File: src/rtl/mod_segment_transition_pkg.sv
// Shared types and constants for the modulation segment transition logic.
package mod_segment_transition_pkg;

    typedef enum logic [7:0] {
        SYNC_IDX = 8'h00,
        SYS_TIME = 8'h01,
        GPIO     = 8'h02,
        EXT      = 8'hF0
    } transition_mode_t;

    localparam logic [31:0] ModRepInfinite = 32'hFFFF_FFFF;

    typedef enum logic [1:0] {
        IDLE      = 2'd0,
        WAIT_LOOP = 2'd1,
        WAIT_TIME = 2'd2,
        WAIT_GPIO = 2'd3
    } mod_transition_state_t;

    function automatic logic is_valid_mode(input logic [7:0] mode);
        return (mode == SYNC_IDX) || (mode == SYS_TIME) ||
               (mode == GPIO) || (mode == EXT);
    endfunction

    // EXT waits on the loop end exactly like SYNC_IDX.
    function automatic mod_transition_state_t mode_to_state(input logic [7:0] mode);
        mod_transition_state_t st;
        case (mode)
            SYS_TIME: st = WAIT_TIME;
            GPIO:     st = WAIT_GPIO;
            default:  st = WAIT_LOOP;
        endcase
        return st;
    endfunction

endpackage

File: src/rtl/mod_segment_transition_rep_counter.sv
// Counts completed loops of the active segment; flags when REP+1 loops are done.
module segment_rep_counter
    import mod_segment_transition_pkg::*;
(
    input  logic        clk,
    input  logic        rst,
    input  logic        en,
    input  logic        loop_end,
    input  logic        swap,
    input  logic [31:0] rep,
    output logic        done
);

    logic [31:0] loop_cnt_q;
    logic [31:0] loop_cnt_d;
    logic        active;

    // Counting is meaningful only for a finite repetition value.
    assign active = en && (rep != ModRepInfinite);
    assign done   = active && loop_end && (loop_cnt_q == rep);

    // Restart on every swap; saturate at rep so the count never wraps.
    always_comb begin
        loop_cnt_d = loop_cnt_q;
        if (swap) begin
            loop_cnt_d = '0;
        end else if (active && loop_end && (loop_cnt_q != rep)) begin
            loop_cnt_d = loop_cnt_q + 32'd1;
        end
    end

    // Loop counter register.
    always_ff @(posedge clk) begin
        if (rst) begin
            loop_cnt_q <= '0;
        end else begin
            loop_cnt_q <= loop_cnt_d;
        end
    end

endmodule

File: src/rtl/mod_segment_transition.sv
// Decides when the modulation sampler switches segment, and stops or
// alternates it once a finite repetition count is reached.
//
// state     | meaning
// ----------+------------------------------------------------
// IDLE      | running the active segment, nothing pending
// WAIT_LOOP | request latched, waiting for the sampler loop end
// WAIT_TIME | request latched, waiting for system time >= value
// WAIT_GPIO | request latched, waiting for a rising GPIO edge
module mod_segment_transition
    import mod_segment_transition_pkg::*;
(
    input  logic        CLK,
    input  logic        RST,
    input  logic        UPDATE,
    input  logic        REQ_SEGMENT,
    input  logic [7:0]  TRANSITION_MODE,
    input  logic [63:0] TRANSITION_VALUE,
    input  logic [31:0] REP0,
    input  logic [31:0] REP1,
    input  logic        LOOP_END,
    input  logic [63:0] SYS_TIME,
    input  logic [3:0]  GPIO_IN,
    output logic        SEGMENT,
    output logic        SWAP,
    output logic        STOP,
    output logic        PENDING
);

    mod_transition_state_t state_q, state_d;
    logic        segment_q, segment_d;
    logic        swap_q, swap_d;
    logic        stop_q, stop_d;
    logic        ext_en_q, ext_en_d;
    logic        req_seg_q, req_seg_d;
    logic [63:0] value_q, value_d;
    logic [3:0]  gpio_prev_q, gpio_prev_d;

    logic        update_ok;
    logic        trigger;
    logic        rep_done;
    logic [1:0]  gpio_sel;
    logic [31:0] rep_active;

    assign update_ok  = UPDATE && is_valid_mode(TRANSITION_MODE);
    assign gpio_sel   = value_q[1:0];
    assign rep_active = segment_q ? REP1 : REP0;

    // A loop end in the swap cycle belongs to the old index and is not counted.
    segment_rep_counter u_rep_counter (
        .clk      (CLK),
        .rst      (RST),
        .en       ((state_q == IDLE) && !stop_q && !swap_q),
        .loop_end (LOOP_END),
        .swap     (swap_d),
        .rep      (rep_active),
        .done     (rep_done)
    );

    // Trigger of the pending request, evaluated against the latched request.
    always_comb begin
        trigger = 1'b0;
        case (state_q)
            WAIT_LOOP: trigger = LOOP_END;
            WAIT_TIME: trigger = (SYS_TIME >= value_q);
            WAIT_GPIO: trigger = GPIO_IN[gpio_sel] && !gpio_prev_q[gpio_sel];
            default:   trigger = 1'b0;
        endcase
    end

    // Next state: a new valid request always wins over a trigger or segment end.
    always_comb begin
        state_d     = state_q;
        segment_d   = segment_q;
        swap_d      = 1'b0;
        stop_d      = stop_q;
        ext_en_d    = ext_en_q;
        req_seg_d   = req_seg_q;
        value_d     = value_q;
        gpio_prev_d = GPIO_IN;
        if (update_ok) begin
            req_seg_d = REQ_SEGMENT;
            value_d   = TRANSITION_VALUE;
            stop_d    = 1'b0;
            ext_en_d  = (TRANSITION_MODE == EXT);
            state_d   = mode_to_state(TRANSITION_MODE);
        end else if (trigger) begin
            segment_d = req_seg_q;
            swap_d    = 1'b1;
            state_d   = IDLE;
        end else if (rep_done) begin
            if (ext_en_q) begin
                segment_d = !segment_q;
                swap_d    = 1'b1;
            end else begin
                stop_d = 1'b1;
            end
        end
    end

    // State and registered outputs.
    always_ff @(posedge CLK) begin
        if (RST) begin
            state_q     <= IDLE;
            segment_q   <= 1'b0;
            swap_q      <= 1'b0;
            stop_q      <= 1'b0;
            ext_en_q    <= 1'b0;
            req_seg_q   <= 1'b0;
            value_q     <= '0;
            gpio_prev_q <= '0;
        end else begin
            state_q     <= state_d;
            segment_q   <= segment_d;
            swap_q      <= swap_d;
            stop_q      <= stop_d;
            ext_en_q    <= ext_en_d;
            req_seg_q   <= req_seg_d;
            value_q     <= value_d;
            gpio_prev_q <= gpio_prev_d;
        end
    end

    assign SEGMENT = segment_q;
    assign SWAP    = swap_q;
    assign STOP    = stop_q;
    assign PENDING = (state_q != IDLE);

endmodule

File: config.mk
export PLATFORM = sky130hd
export DESIGN_NAME = mod_segment_transition
export DESIGN_NICKNAME = d
export VERILOG_FILES = /design/src/rtl/mod_segment_transition_pkg.sv /design/src/rtl/mod_segment_transition_rep_counter.sv /design/src/rtl/mod_segment_transition.sv
export SDC_FILE = /design/constraint.sdc
export NUM_CORES = 1
export LEC_CHECK = 0
export CAP_MARGIN = 15
export CORE_MARGIN = 2
export CORE_UTILIZATION = 45
export DETAILED_ROUTE_END_ITERATION = 6
export MAX_ROUTING_LAYER = met4
export PLACE_DENSITY = 0.76
export REMOVE_ABC_BUFFERS = 1
export SYNTH_ARGS = -nofsm -noshare
export SYNTH_HDL_FRONTEND = slang
export SYNTH_SLANG_ARGS = --single-unit
File: constraint.sdc
create_clock -name CLK -period 3.6 [get_ports CLK]
set_clock_uncertainty 0.1 [all_clocks]
set_input_delay 1.08 -clock CLK [delete_from_list [all_inputs] [get_ports CLK]]
set_output_delay 1.08 -clock CLK [all_outputs]
set_load 0.03 [all_outputs]
# == After elaboration in Yosys (flattened, before gate mapping) ==
# Index checks and enable logic that the tools add are counted.
# op_classes
n_lt_le_gt_ge,2
n_mul,0
shift,0
div,0
eq_ne,9
addsub,1
n_mux,16
n_bitwise,3
n_reduce_logical,25
# ops
op,n
>= comparator 64 bit,1
adder 32 x 1 -> 32 bit (second input constant),1
== test 32 bit,1
2-to-1 mux 32 bit,1
!= test 32 bit,1
!= test 32 bit (second input constant),1
2-to-1 mux 1 bit,9
== test 8 x 1 -> 1 bit (second input constant),1
== test 8 x 2 -> 1 bit (second input constant),1
== test 8 bit (second input constant),1
logical AND 1 bit,8
zero test 8 bit,1
nonzero test 2 bit,4
AND reduction 3 bit,2
binary-select mux 1 bit (select 2 bit),2
== test 2 bit (second input constant),2
zero test 1 bit,4
2-to-1 mux 2 bit,2
one-hot mux 2 bit (2 select lines),1
OR reduction 2 bit,2
logical OR 1 bit,3
< comparator 2 x 3 -> 1 bit (second input constant),1
inverter 1 bit,3
one-hot mux 1 bit (3 select lines),1
2 further kinds,2
# word_totals
ramBits,0
elab_cells,65
latch_bits,0
regBits,107
romBits,0
n_memories,0
input_bits,209
out_inout_bits,4

# == Depth between registers and ports, before layout ==
# Gate-level depths: netlist (run 1).
# depth
word_depth,10
ltp_mapped,11
ltp_nobuf,10

# == Modules after synthesis ==
# Synthesis (run 1) repeated with hierarchy kept, for this count alone.
# hier_totals
cells_unflattened,849
area_unflattened_um2,6864.1
# by_module_without_submodules
module,n_inst,cells_per_inst,area_each_um2
mod_segment_transition,1,600,4770.8
segment_rep_counter,1,249,2093.3

# == Worst setup path after synthesis (run 1) ==
# Ideal clock, no wire load.
# synth_path
path_type,in2reg
startpoint,input port SYS_TIME[54]
endpoint,register u_rep_counter.loop_cnt_q[2]
cell_stages,9
n_path_buf,1
t_required_ns,3.385
arrival_time_ns,3.087
setup_ns,0.115
slack_ns,0.298
cell_sequence,ha_1 > nand4_1 > nor4_1 > nand4_1 > a2111o_1 > a21o_1 > a21oi_2 > buf_4 > nor2_1
# synth_between
elab_chain_len,5
# synth_rtl
item,line,text
from (decl),mod_segment_transition.sv:22,"input logic [63:0] SYS_TIME,"
>= comparator 64 bit,mod_segment_transition.sv:65,WAIT_TIME: trigger = (SYS_TIME >= value_q);
one-hot mux 1 bit (3 select lines),mod_segment_transition.sv:63,case (state_q)
2-to-1 mux 1 bit,mod_segment_transition.sv:87,end else if (trigger) begin
2-to-1 mux 1 bit,mod_segment_transition.sv:81,if (update_ok) begin
OR reduction 2 bit (no source line),--,
to (signal assigned),mod_segment_transition_rep_counter.sv:37,loop_cnt_q <= loop_cnt_d;
to (decl),mod_segment_transition_rep_counter.sv:14,logic [31:0] loop_cnt_q;
# No other way between the ends.
# A chain may end at the register's enable or synchronous reset.

# == Final worst setup path (run 1) ==
# layout_path
startpoint,input port SYS_TIME[47]
endpoint,register u_rep_counter.loop_cnt_q[16]
# Same word-level chain as after synthesis.

==> impl_metrics.py, run 1 <==
metrics = {
    "timing": {
        "fin_tns_setup_ns": 0,
        "max_freq_ghz": 0.279,
        "slew_viol_final": 0,
        "setup_violations": 0,
        "min_period_over_period_pct": 99.5,
        "worstMarginPinSlew_ns": 0.598,
        "holdWs_ns": 0.354,
        "hold_violations": 0,
        "slew_headroom_pct": 59.8,
        "timing.final.ws_setup_ns": 0.0172,
        "fin_crit_ns": 3.58,
    },
    "critical_path": {
        "critPathMaxFanout": 8,
        "worstSetupStartpointType": "primary input",
        "r2r_cells": 10,
        "worst_ep_arrival_time_ns": 3.72,
        "crit_required_ns": 3.74,
        "r2r_start": "SEGMENT",
        "cp-startpoint": "SYS_TIME[47]",
        "crit_path_end_kind": "flop",
        "criticalPathCategory": "primary input to flop",
    },
    "logic_synthesis": {
        "synth_cells": 877,
        "ys_top_cells_by_count": "nand2_1, dfxtp_1, a21oi_1",
        "ys_types": 50,
        "async_reset_ff_share_pct": 0,
        "synth.top_cell.area_share_pct": 31.5,
        "synth_area_per_cell_um2": 7.75,
        "ys_top_cells_by_area": "dfxtp_1, ha_1, nand2_1, xnor2_1, a21oi_1",
        "synthMostInstantiatedCell": "nand2_1",
        "synthFlopType": "dfxtp_1",
        "netlist_area_um2": 6800,
        "synth-warning-count": 0,
        "synth_top_area_cell": "dfxtp_1",
        "ys_seq_elements": 107,
        "synth_enable_flop_cells": 0,
        "ys_seq_area_share_pct": 31.5,
    },
    "cells_and_area": {
        "drive_above_1_share_pct": 6.40,
        "final_util_pct": 66.9,
        "multi_input_area_um2": 4340,
        "fillers": 1262,
        "ff_latch_area_um2": 2140,
        "diodes": 0,
        "final_nets": 1363,
        "area_growth_pct": 44.2,
    },
    "global_route": {
        "grt_pass1_vias": 6491,
        "track_usage_pct": 25.3,
        "grt_max_degree": 52,
        "grt_overflow": 0,
        "antenna_found_initial": 0,
        "grt_first_pass_wirelength_um": 31900,
    },
    "detailed_routing": {
        "wl_per_cell_um": 16.3,
        "drt_first_iter_violations": 571,
        "totalWireLength_um": 20900,
        "vias_per_cell": 5.40,
        "drc_errors": 0,
        "drtPass1Iterations": 7,
        "vias": 6892,
        "antenna_left": 0,
    },
    "power_and_ir_drop": {
        "p_leak_uw": 0.00333,
        "combPwrFrac_pct": 17.2,
        "seqPwrFrac_pct": 43.0,
        "p_sw_share_pct": 22.5,
        "peakVddDrop_mv": 0.235,
        "internal-power_uw": 2160,
        "p_total_uw": 2790,
        "clockPowerShare_pct": 39.8,
        "p_per_area_nw_per_um2": 284,
        "switching_power_uw": 625,
    },
    "outcome": {
        "status": "finished, final reports clean",
    },
    "clock_network": {
        "tritoncts": "built",
        "clk_pin_slew_ns": 0.07,
        "hold_buffers": 0,
        "clkLatencyLatePin_ns": 0.35,
        "cts_sinks": 107,
        "cts-root-buf": "clkbuf_16",
        "clockBufferDepth": 2,
        "h-tree-depth": 3,
        "cts_inserted_buffers": 9,
    },
    "floorplanning": {
        "start_util_pct": 46.4,
        "core_area_um2": 14600,
        "die_x_um": 127,
        "ioPinCount": 213,
        "fp.dieH_um": 127,
        "num_rows": 44,
        "die-area_um2": 16100,
    },
    "placed_design": {
        "place_worst_setup_slack_ns": -0.276,
        "hpwl_um": 15600,
        "port_buffers": 212,
        "place_congestion": 0.890,
    },
    "hold_path": {
        "holdPathStages": 2,
        "hold_path.class": "flop to flop",
        "min_from": "value_q[21]",
    },
    "job": {
        "drv_cap": 0,
    },
}
==> area by class of cell <==
type                       count  area share [%]
timing repair buffer         242            25.3
clock buffer                  12            2.72
sequential                   107            21.9
tap                          184            2.35
inverter                      72            2.76
multi-input combinational    657            44.3
clock inverter                 3           0.702
==> placed cells by master (no fill, tap or decap), types with 5 or more instances in the layout <==
cell,n
buf_12,6
inv_1,72
dlymetal6s2s_1,11
dfxtp_1,106
clkbuf_16,11
a21o_1,5
ha_1,57
nand4_1,32
mux2i_1,32
and3_1,13
xnor2_1,62
a31oi_1,5
nor2_1,45
nor4_1,21
nor3_1,20
ha_4,8
buf_4,21
nand2_1,161
nand3_1,28
a21oi_1,92
o21ai_0,10
a211oi_1,6
nor2b_1,11
clkdlybuf4s50_1,200
==> critical path: stages <==
cell	delay, ns
clkdlybuf4s50_1	0.42
ha_1	0.32
nand2_2	0.09
nor4_4	0.31
buf_4	0.18
nand4_1	0.13
a2111o_1	0.40
a21o_1	0.21
a21oi_4	0.32
clkbuf_16	0.23
nor2_1	0.05
==> what timing repair did <==
| item | CTS | global route |
|---|---|---|
| buffers inserted | 0 | 2 |
| endpoints found under the setup margin | 0 | 34 |
| resized for setup | 0 | 26 |
==> cell families after synthesis <==
family                   count (synthesis)  synth area share [%]
AND/OR/NAND/NOR                        358                  24.9
AO/OA/AOI/OAI                          139                  11.8
buffers and inverters                  113                  6.98
flip-flops                             107                  31.5
adder cells (fa/ha/maj)                 65                  12.0
XOR/XNOR                                63                  8.12
multiplexers                            32                  4.71
==> registers in the layout, indices dropped and copies added (netlist names) <==
signal and count:
SEGMENT 1, STOP 1, SWAP 1, ext_en_q 1, gpio_prev_q 4, req_seg_q 1, state_q 2, u_rep_counter.loop_cnt_q 32
value_q 64
==> worst paths after layout <==
| check | to | slack, ns |
|---|---|---|
| worst max-delay path | u_rep_counter.loop_cnt_q[16] | 0.02 |
| worst min-delay path | value_q[21] | 0.35 |
| worst max register to register | u_rep_counter.loop_cnt_q[16] | 0.57 |
| worst min register to register | value_q[21] | 0.35 |
==> power groups by stage <==
| stage | registers [uW] | clock network (uW) | logic, uW |
|---|---|---|---|
| 3_3_place_gp | 1220 | 0 | 448 |
| 4_1_cts | 1200 | 1130 | 457 |
| 3_5_place_dp | 1230 | 0 | 453 |
| 6_report | 1200 | 1110 | 479 |
| 5_1_grt | 1200 | 1170 | 520 |
| 2_1_floorplan | 1220 | 0 | 141 |
==> per-stage QoR <==
step / area (um2) / cells
after floorplan: 6590 / 836
after global placement: 9220 / 1257
after detailed placement: 9220 / 1257
after CTS: 9560 / 1272
after global routing: 9800 / 1277
final: 9800 / 1277
==> layer usage <==
layer  GRT usage [%]  up-vias  share of wire (%)
li1                -     3431                  -
met1            33.2     3142                 45
met2            40.5      282                 45
met3            3.71       37                7.3
met4            7.82        0                2.7
met5               -        -                  0
No activity file was read; power rests on OpenSTA's default activity.
==> run 2, diff against run 1 <==
==> constraint.sdc (replaced) <==
create_clock -name CLK -period 3.55 [get_ports CLK]
set_clock_uncertainty 0.1 [all_clocks]
set_input_delay 1.065 -clock CLK [delete_from_list [all_inputs] [get_ports CLK]]
set_output_delay 1.065 -clock CLK [all_outputs]
set_load 0.03 [all_outputs]
==> impl_metrics.py, run 2 (synthesis gave the netlist of run 1 again) <==
metrics = {
    "timing": {
        "fin_crit_ns": 3.45,
        "hold_violations": 0,
        "max_freq_ghz": 0.290,
        "slew_viol_final": 0,
        "slew_headroom_pct": 59.1,
        "setup_violations": 0,
        "grt_setup_unrepaired": "no",
        "worstMarginPinSlew_ns": 0.607,
        "holdWs_ns": 0.355,
        "min_period_over_period_pct": 97.2,
    },
    "clock_network": {
        "h-tree-depth": 3,
        "cts_inserted_buffers": 9,
        "cts_sinks": 107,
        "clk_pin_slew_ns": 0.07,
        "cts-root-buf": "clkbuf_16",
        "clockBufferDepth": 2,
        "tritoncts": "built",
        "hold_buffers": 0,
        "clkLatencyLatePin_ns": 0.35,
    },
    "hold_path": {
        "hold_path.class": "flop to flop",
        "hold_path_end": "value_q[58]",
        "holdPathStages": 2,
        "min_from": "value_q[58]",
    },
    "floorplanning": {
        "ioPinCount": 213,
        "num_rows": 44,
        "fp.dieH_um": 127,
        "die_x_um": 127,
        "core_area_um2": 14600,
        "start_util_pct": 46.4,
        "die-area_um2": 16100,
    },
    "detailed_routing": {
        "drt_first_iter_violations": 561,
        "wl_per_cell_um": 15.8,
        "antenna_left": 0,
        "drc_errors": 0,
        "drtPass1Iterations": 4,
        "vias_per_cell": 5.25,
        "totalWireLength_um": 20200,
        "vias": 6727,
    },
    "cells_and_area": {
        "mostFrequentLayoutCells": "clkdlybuf4s50_1, nand2_1, dfxtp_1, a21oi_1, inv_1",
        "largest_register_ffs": 64,
        "multi_input_area_um2": 4240,
        "regMostFlops": "value_q",
        "fillers": 1221,
        "ff_latch_area_um2": 2140,
        "final_nets": 1367,
        "final_util_pct": 66.4,
        "area_growth_pct": 43.2,
        "fin_area_um2": 9730,
        "layout_commonest_cell": "clkdlybuf4s50_1",
        "diodes": 0,
        "drive_above_1_share_pct": 6.10,
        "top_regs": "value_q: 64 flops, u_rep_counter.loop_cnt_q: 32 flops, gpio_prev_q: 4 flops",
    },
    "placed_design": {
        "place_congestion": 0.892,
        "postPlaceCellArea_um2": 9240,
        "port_buffers": 212,
        "hpwl_um": 15500,
    },
    "power_and_ir_drop": {
        "p_leak_uw": 0.00335,
        "peakVddDrop_mv": 0.250,
        "p_per_area_nw_per_um2": 287,
    },
    "critical_path": {
        "critPathMaxFanout": 8,
        "worstSetupStartpointType": "primary input",
        "regToRegSetupSlack_ns": 0.47,
        "criticalPathCategory": "primary input to flop",
        "r2r_cells": 11,
        "worst_path_max_delay_cell": "clkdlybuf4s50_1",
        "cp_cell_sequence": "clkdlybuf4s50_1 -> ha_1 -> nand2_1 -> nor4_2 -> nand4_1 -> a2111o_1 -> a21o_1 -> a21oi_4 -> clkbuf_16 -> nor2_1",
        "crit_required_ns": 3.69,
        "crit_path_end_kind": "flop",
        "cp_slowest_stage_delay_ns": 0.42,
        "r2r_start": "SEGMENT",
        "worst_ep_arrival_time_ns": 3.59,
        "r2r-end": "u_rep_counter.loop_cnt_q[23]",
    },
    "global_route": {
        "grt_overflow": 0,
        "grt_first_pass_wirelength_um": 31700,
        "track_usage_pct": 25.0,
        "antenna_found_initial": 0,
        "grt_max_degree": 52,
        "grt_pass1_vias": 6359,
    },
    "outcome": {
        "status": "finished, final reports clean",
    },
    "job": {
        "drv_cap": 0,
    },
}
run 2: cell types whose count changed in the layout (fill, tap and decap cells not counted), sizes merged:
cell and change:
clkdlybuf4s50 -3, buf +4, clkinv +3, inv +1, clkbuf -3, dlymetal6s2s +3
run 2: power by group:
| group | total (uW) | internal, uW | switching (uW) |
|---|---|---|---|
| Sequential | 1210 | 1210 | 6.31 |
| Combinational | 479 | 305 | 174 |
| Clock | 1100 | 625 | 472 |
run 2: worst max path at each step:
stage	start	end	depth (start not counted)
after detailed placement	SYS_TIME[57]	u_rep_counter.loop_cnt_q[16]	10
final	SYS_TIME[41]	u_rep_counter.loop_cnt_q[23]	10
after floorplan	TRANSITION_MODE[7]	u_rep_counter.loop_cnt_q[0]	7
after global placement	SYS_TIME[54]	u_rep_counter.loop_cnt_q[5]	11
after global routing	SYS_TIME[41]	u_rep_counter.loop_cnt_q[2]	10
after CTS	SYS_TIME[57]	u_rep_counter.loop_cnt_q[16]	10
run 2: layout make-up:
class                           count  area share, %
Clock buffer                        9           2.31
Clock inverter                      7           1.03
Inverter                           72           2.78
Multi-Input combinational cell    657           43.6
Sequential cell                   107           22.0
Tap cell                          184           2.37
Timing Repair Buffer              246           25.9
run 2: per-stage QoR:
step                setup TNS [ns]  std cells  setup WS (ns)  power [uW]
detailed placement          -11.54       1260         -0.340        1710
floorplan                  -107.51        836          -1.35        1380
CTS                              0       1276         0.0221        2800
finish                           0       1282          0.101        2790
global placement             -7.13       1260         -0.213        1700
global route                     0       1282         0.0451        2910
run 2: metal layers:
metal  track usage (%)  part of all wire [%]
met1              32.7                    46
met2              40.4                    46
met3              4.43                   6.6
met4              6.14                   1.7
met5                 -                     0
run 2: repair_timing:
action / 4_1_cts / 5_1_grt
setup buffers: 0 / 3
endpoints found under the setup margin: 0 / 34
gates resized for setup: 0 / 20
hold endpoints to repair: 0 / 0
run 2: critical path, delay by kind of cell:
| family | cells | cell delay (ns) |
|---|---|---|
| AOI/OAI and AO/OA | 3 | 0.91 |
| and+or+nand+nor | 4 | 0.66 |
| buffers and inverters | 2 | 0.64 |
| adders and majority gates | 1 | 0.30 |
